<file path="src/rtl/mem_interface.sv">
// Memory bus interface: one req/ack transaction per core access, lane-aligned extended read data.
// Latency: request cycle + >=1 REQ cycle + DONE (3 cycles at zero wait states); bus outputs registered.
// Backpressure: Stall holds the core while a request is pending or outstanding; timeouts and illegal accesses fault stickily.
module mem_interface #(
    parameter int TIMEOUT_CYCLES = 64
) (
    input  logic        clk,
    input  logic        reset,
    input  logic [31:0] Adr,
    input  logic [31:0] WriteData,
    input  logic        MemWrite,
    input  logic        MemRead,
    input  logic [2:0]  funct3,
    output logic [31:0] ReadData,
    output logic        Stall,
    output logic        MemFault,
    output logic        BusReq,
    output logic        BusWe,
    output logic [31:0] BusAddr,
    output logic [31:0] BusWData,
    output logic [3:0]  BusBe,
    input  logic        BusAck,
    input  logic [31:0] BusRData
);

    localparam int CW = (TIMEOUT_CYCLES > 1) ? $clog2(TIMEOUT_CYCLES) : 1;
    localparam logic [CW-1:0] LAST = CW'(TIMEOUT_CYCLES - 1);

    typedef enum logic [1:0] {S_IDLE, S_REQ, S_DONE, S_FAULT} state_t;

    state_t      r_state, w_next;
    logic [CW-1:0] r_cnt;
    logic [31:0] r_bus_addr, r_bus_wdata, r_read_data;
    logic [3:0]  r_bus_be;
    logic        r_bus_we;
    logic [2:0]  r_funct3;
    logic [1:0]  r_lane;

    logic        w_req, w_legal, w_accept;
    logic [3:0]  w_be;
    logic [31:0] w_wdata, w_ext;
    logic [7:0]  w_byte;
    logic [15:0] w_half;

    assign w_req = MemRead | MemWrite;

    // Access decode; MemWrite wins when both request lines are high.
    always_comb begin
        w_legal = 1'b0;
        w_be    = 4'hF;
        w_wdata = WriteData;
        case (funct3)
            3'b000: begin
                w_legal = 1'b1;
                w_wdata = {4{WriteData[7:0]}};
                if (MemWrite) w_be = 4'b0001 << Adr[1:0];
            end
            3'b001: begin
                w_legal = ~Adr[0];
                w_wdata = {2{WriteData[15:0]}};
                if (MemWrite) w_be = 4'b0011 << Adr[1:0];
            end
            3'b010:         w_legal = (Adr[1:0] == 2'b00);
            3'b100:         w_legal = ~MemWrite;
            3'b101:         w_legal = ~MemWrite & ~Adr[0];
            default:        w_legal = 1'b0;
        endcase
    end

    always_comb begin
        w_next   = r_state;
        w_accept = 1'b0;
        case (r_state)
            S_IDLE: begin
                if (w_req) begin
                    if (w_legal) begin
                        w_next   = S_REQ;
                        w_accept = 1'b1;
                    end else begin
                        w_next = S_FAULT;
                    end
                end
            end
            S_REQ: begin
                if (BusAck)              w_next = S_DONE;
                else if (r_cnt == LAST)  w_next = S_FAULT;
            end
            S_DONE:  w_next = S_IDLE;
            default: w_next = S_FAULT;
        endcase
    end

    always_ff @(posedge clk) begin
        if (reset) r_state <= S_IDLE;
        else       r_state <= w_next;
    end

    always_comb begin
        case (r_lane)
            2'd0:    w_byte = BusRData[7:0];
            2'd1:    w_byte = BusRData[15:8];
            2'd2:    w_byte = BusRData[23:16];
            default: w_byte = BusRData[31:24];
        endcase
        w_half = r_lane[1] ? BusRData[31:16] : BusRData[15:0];
        case (r_funct3[1:0])
            2'b00:   w_ext = {{24{w_byte[7] & ~r_funct3[2]}}, w_byte};
            2'b01:   w_ext = {{16{w_half[15] & ~r_funct3[2]}}, w_half};
            default: w_ext = BusRData;
        endcase
    end

    always_ff @(posedge clk) begin
        if (reset) begin
            r_cnt       <= '0;
            r_bus_addr  <= '0;
            r_bus_wdata <= '0;
            r_bus_be    <= '0;
            r_bus_we    <= 1'b0;
            r_funct3    <= '0;
            r_lane      <= '0;
            r_read_data <= '0;
        end else begin
            if (w_accept) begin
                r_cnt       <= '0;
                r_bus_addr  <= {Adr[31:2], 2'b00};
                r_bus_wdata <= w_wdata;
                r_bus_be    <= w_be;
                r_bus_we    <= MemWrite;
                r_funct3    <= funct3;
                r_lane      <= Adr[1:0];
            end else if (r_state == S_REQ && !BusAck && r_cnt != LAST) begin
                r_cnt <= r_cnt + 1'b1;
            end
            if (r_state == S_REQ && BusAck && !r_bus_we)
                r_read_data <= w_ext;
        end
    end

    assign BusReq   = (r_state == S_REQ);
    assign MemFault = (r_state == S_FAULT);
    assign BusWe    = r_bus_we;
    assign BusAddr  = r_bus_addr;
    assign BusWData = r_bus_wdata;
    assign BusBe    = r_bus_be;
    assign ReadData = r_read_data;
    assign Stall    = ~reset & (((r_state == S_IDLE) & w_req) | (r_state == S_REQ) |
                                (r_state == S_FAULT));

endmodule
</file>
<file path="config.mk">
export PLATFORM = sky130hd
export DESIGN_NAME = mem_interface
export DESIGN_NICKNAME = d
export VERILOG_FILES = /design/src/rtl/mem_interface.sv
export SDC_FILE = /design/constraint.sdc
export NUM_CORES = 1
export LEC_CHECK = 0
export BUFFER_PORTS_ARGS = -buffer_cell sky130_fd_sc_hd__buf_2
export CORE_MARGIN = 4
export CORE_UTILIZATION = 45
export CTS_BUF_LIST = sky130_fd_sc_hd__clkbuf_8
export DETAILED_ROUTE_END_ITERATION = 8
export PLACE_DENSITY = 0.79
export REMOVE_ABC_BUFFERS = 1
export SLEW_MARGIN = 20
export SYNTH_ARGS = -nofsm -noshare
export SYNTH_HDL_FRONTEND = slang
export SYNTH_SLANG_ARGS = --single-unit
</file>
<file path="constraint.sdc">
create_clock -name clk -period 1.8 [get_ports clk]
set_input_delay 0.18 -clock clk [delete_from_list [all_inputs] [get_ports clk]]
set_output_delay 0.18 -clock clk [all_outputs]
set_load 0.005 [all_outputs]
</file>
---- Word-level counts from Yosys, hierarchy flattened ----
Cells that the tools add are included.
word-level totals
  register bits ........................... 112
  logic and storage cells ................. 67
  output and inout port bits .............. 104
cells by class
  add/sub/neg operators ................... 1
  equal/unequal tests ..................... 14
  reductions and logical operators ........ 13
  shift operators ......................... 2
  bitwise gates (word level) .............. 12
  mux-type cells .......................... 16
operator list
  cell                                                                    number
  32-bit case mux with 2 select lines                                     2
  8-bit case mux with 3 select lines                                      1
  16-bit two-way mux                                                      1
  2-bit logical NOT                                                       4
  2-bit two-way mux                                                       4
  4-bit two-way mux                                                       2
  4-bit case mux with 2 select lines                                      1
  6-bit by 1-bit adder with 6-bit output (second input constant)          1
  2-bit by 1-bit equality test with 1-bit output (second input constant)  3
  2-bit equality test (second input constant)                             3
  3-bit equality test (second input constant)                             2
  6-bit equality test (second input constant)                             1
  6-bit inequality test (second input constant)                           1
  2-bit case mux with 3 select lines                                      1
  1-bit AND                                                               5
  1-bit case mux with 5 select lines                                      1
  1-bit logical AND                                                       4
  1-bit NOT                                                               4
  1-bit by 2-bit << shifter with 4-bit output (first input constant)      1
  2-bit by 2-bit << shifter with 4-bit output (first input constant)      1
  3-bit by 1-bit equality test with 1-bit output (second input constant)  1
  3-bit by 2-bit equality test with 1-bit output (second input constant)  1
  3-bit logical NOT                                                       1
  1-bit two-way mux                                                       3
  6 further kinds                                                         9

---- Logic depth before layout (Yosys ltp) ----
  depth after elaboration ................. 7
  depth in mapped cells ................... 8
  gate-level depth less buffers ........... 6

---- Least setup slack after synthesis ----
OpenSTA, ideal clock, no wires.
  kind .................................... register -> register
  start point ............................. reg r_lane[1]
  end point ............................... reg r_read_data[21], in the netlist ReadData[21]
  cell stages (with the launch flop) ...... 7
  clock period less this slack ............ 1.524 ns
  setup time .............................. 0.146 ns
  required time ........................... 1.654 ns
  arrival ................................. 1.378 ns
  setup slack ............................. 0.276 ns
  cells stage by stage .................... dfxtp_1 buf_4 mux2i_2 o22ai_2 a21oi_4 buf_6 a211oi_2
between the ends
  longest elaborated chain between the ends .. 4
  elaborated cells between the ends (all ways) .. 8
  those cells by class .................... 2 x eq/ne; 3 x mux; 2 x bitwise; 1 x reduce/logical
ends and longest elaborated chain
  what                                               RTL line  source
  start, declared                                    37        logic [1:0] r_lane;
  start signal, assigned                             131       r_lane <= Adr[1:0];
  2-bit equality test, or another cell as far along  99        case (r_lane)
  8-bit case mux with 3 select lines                 99
  1-bit AND                                          107       2'b00: w_ext = {{24{w_byte[7] & ~r_funct3[2]}}, w_byte};
  32-bit case mux with 2 select lines (*)            106       case (r_funct3[1:0])
  end signal, assigned                               136       r_read_data <= w_ext;
  end, declared                                      33        logic [31:0] r_bus_addr, r_bus_wdata, r_read_data;
Every way passes the cells marked *; elsewhere a longest branch is shown, timed or not.
A chain may end at the register's enable or synchronous reset.

---- Worst setup path after layout ----
  start point ............................. reg r_lane[1]
  end point ............................... reg r_read_data[11], in the netlist ReadData[11]
Same word-level chain as after synthesis.

==> summary.txt <==
Worst hold path
  – Worst Hold End: BusAddr[9]
  – Hold Crit Class: input port to flip-flop
  – Hold Crit Depth: 3
  – Hold Crit Start: Adr[9]

Die
  – Initial Util: 45.7%
  – Io pins: 208
  – Die height: approximately 120 µm
  – Area of the core: ~0.012 mm²
  – Die area: 0.0140 mm²
  – Die width: 118 µm
  – Num rows: 40

Critical path
  – Critical path class: flip-flop to flip-flop
  – WP data required: 2050 ps
  – Kind of end point of the critical path: flip-flop
  – Peak fanout along the critical path: 8
  – Crit Reg-Reg Startpoint: r_lane[1]
  – Worst Reg-to-Reg Cells: 4
  – Critical register-to-register path endpoint: ReadData[11]
  – R2R setup slack: 190 ps
  – Startpoint Class: flip-flop
  – CP Data Arrival Time: 1860 ps

Detailed routing
  – TritonRoute pass-1 iters: 6
  – Post-DRT Antenna Nets: 0
  – DRC: 0
  – Final wirelength: 16500 µm
  – Starting DRT DRC Count: just under 600
  – DR vias/cell: about 5.7
  – Routed length per instance: 17.1 µm
  – Via count: 5546

Yosys
  – Yosys top cell area share: 41.0%
  – Count leader, synth: dfxtp_1
  – Register area share after synthesis: 41.0%
  – Syn_area_per_cell: 8.60 µm²
  – #FFs+latches synth: 112
  – Largest cells by area after synthesis: dfxtp_1, a21oi_1, o21ai_0
  – Async set-reset flop share out of synthesis: 0%
  – YS warnings: 0
  – Synthesized area: 0.00547 mm²
  – Post-synth EDFFs: 0
  – Synth cell types: a little under 60
  – Mapped Cells: 636
  – Top cells by count, synth: dfxtp_1, a21oi_1, o21ai_0, nand2_1, nand3_1
  – Largest area contributor in the netlist: dfxtp_1
  – Top FF cell, synth: dfxtp_1

Finish
  – # diodes: 0
  – Filler Cells Inserted: 1141
  – Layout cells sized above 1: 35.8%
  – Register area: between 0.002 and 0.0025 mm²
  – Layout area overhead: 27.0%
  – Fin area: between 0.006 and 0.007 mm²
  – Area taken by multi-input logic gates: 0.00291 mm²
  – Layout Utilization: about three fifths
  – # nets final: 927

Clock network
  – Clock slew at the register clock pins of the worst setup and hold paths: around 120 ps
  – Hold buffer count at CTS: 0
  – Postcts setup bufs: 0
  – Clk Latency, worst-skew pair: between 300 and 400 ps
  – CTS buffer count: 9
  – Root Driver: clkbuf_8
  – H-tree depth: 3
  – CTS tree: done
  – Max Buffers Root-to-Sink: 2
  – Clock Sinks: between 100 and 150
  – Resize count post-CTS: 0

Placement
  – GPL Wtd Cong: 0.842
  – Final HPWL DP: 11600 µm
  – Dpl cell area: 0.00670 mm²
  – # port buffers: roughly 210

STA
  – Final hold vios: 0
  – Crit path time final: between 1500 and 2000 ps
  – F_max: approximately 620 MHz
  – Skew final: 13.3 ps
  – RSZ-0062 raised after global routing: false
  – Period utilization: 89.4%
  – Fin. max-slew vios: 0
  – Worst Max-Slew Pin Slew: 566 ps
  – # setup viols final: 0
  – Slew margin rel.: 62.3%

Job
  – # Max-Cap Violations: 0

Global route
  – GR Util met2: 37.6%
  – All-Layer GR Usage: between 20% and 30%
  – First-pass GRT wire length: 26800 µm
  – Global-route met1 utilization: 29.6%
  – Grt total ovfl: 0
  – Pin count of the biggest net entering global routing: 73
  – Busiest grt layer: met2
  – Initial antenna violation count: 0
  – Number of global-route vias before repair: ~5300
  – Met3 usage: around 6.3%

Pwr
  – Worst vdd ir: 0.732 mV
  – Leakage: between 2 and 3 nW
  – P per Cell Area: about 820 mW/mm²

Outcome
  – Status: finished, final reports clean
[area by class of cell]
class	count	area share, %
multi-input combinational	454	41.9
clock inverter	7	1.64
tap	147	2.65
sequential	112	32.3
clock buffer	9	1.78
timing repair buffer	237	19.5
inverter	4	0.216
[kinds of logic (layout without fill, tap and decap cells)]
kind of cell               Yosys count  count (layout)  share of synthesized area, %
buffers and inverters               71             257                          6.31
xor gates and xnor gates             2               2                         0.320
DFF                                112             112                          41.0
AOI/OAI and AO/OA                  237             237                          29.4
adders and majority gates            5               5                          1.14
muxes                               22              22                          4.35
and+or+nand+nor                    186             186                          17.5
other                                1               2                        0.0686
[power breakdown]
group,switching [mW],internal (mW)
logic,0.695,0.503
clock network,0.944,0.818
registers,0.0848,2.63
[layer usage]
metal  share of wire (%)  vias up  wire [µm]
li1                    -     2698          -
met3                 8.9       15       1470
met5                   0        -          0
met4                 1.3        0        210
met2                  47      249       7810
met1                  43     2584       7060
[state kept, by name, indices dropped and copies added, names as in the netlist]
name	count
BusWData	32
ReadData	32
BusAddr	30
r_cnt	6
BusBe	4
r_funct3	3
r_lane	2
r_state	2
BusWe	1
[worst max-delay path by stage]
stage | from | end | slack [ps] | cells past startpoint
floorplan | r_state[1] | BusWData[24] | -1170 | 3
global placement | r_state[1] | BusWData[28] | 140 | 4
detailed placement | Adr[0] | BusAddr[20] | 100 | 8
CTS | r_state[1] | BusWData[4] | 110 | 4
global route | r_lane[0] | ReadData[14] | 70 | 4
finish | r_lane[1] | ReadData[11] | 190 | 4
[cell usage in the layout (no fill, tap or decap), drive strengths merged, types with 4 or more instances in the layout]
cell type / netlist / layout
a211oi: 39 / 39
a21oi: 80 / 80
a22o: 6 / 6
a22oi: 7 / 7
a311oi: 10 / 10
a32o: 5 / 5
buf: 34 / 237
clkbuf: 33 / 9
dfxtp: 112 / 112
ha: 5 / 5
inv: 4 / 7
mux2i: 21 / 21
nand2: 47 / 47
nand2b: 4 / 4
nand3: 47 / 47
nand3b: 6 / 6
nor2: 39 / 39
nor2b: 9 / 9
nor3: 12 / 12
o2111ai: 8 / 8
o21ai: 70 / 70
o41ai: 5 / 5
or4b: 5 / 5
[metrics by stage]
stage | std cells | setup WS [ps] | power [mW] | hold slack (ps) | setup TNS [ps]
after CTS | 970 | 108 | 5.70 | 3.00 | 0
final | 970 | 191 | 5.67 | 21.4 | 0
after detailed placement | 954 | 98.6 | 3.96 | 439 | 0
after global routing | 970 | 74.4 | 5.94 | 7.26 | 0
after global placement | 954 | 143 | 3.94 | 434 | 0
after floorplan | 570 | -1170 | 3.32 | 245 | -82730
[critical path, cell delays in order (launching register included)]
cell and delay, ps:
dfxtp_1 520, mux2i_2 330, o22ai_1 170, a21oi_4 330
a211oi_1 130
No activity file was read; power rests on OpenSTA's default activity.
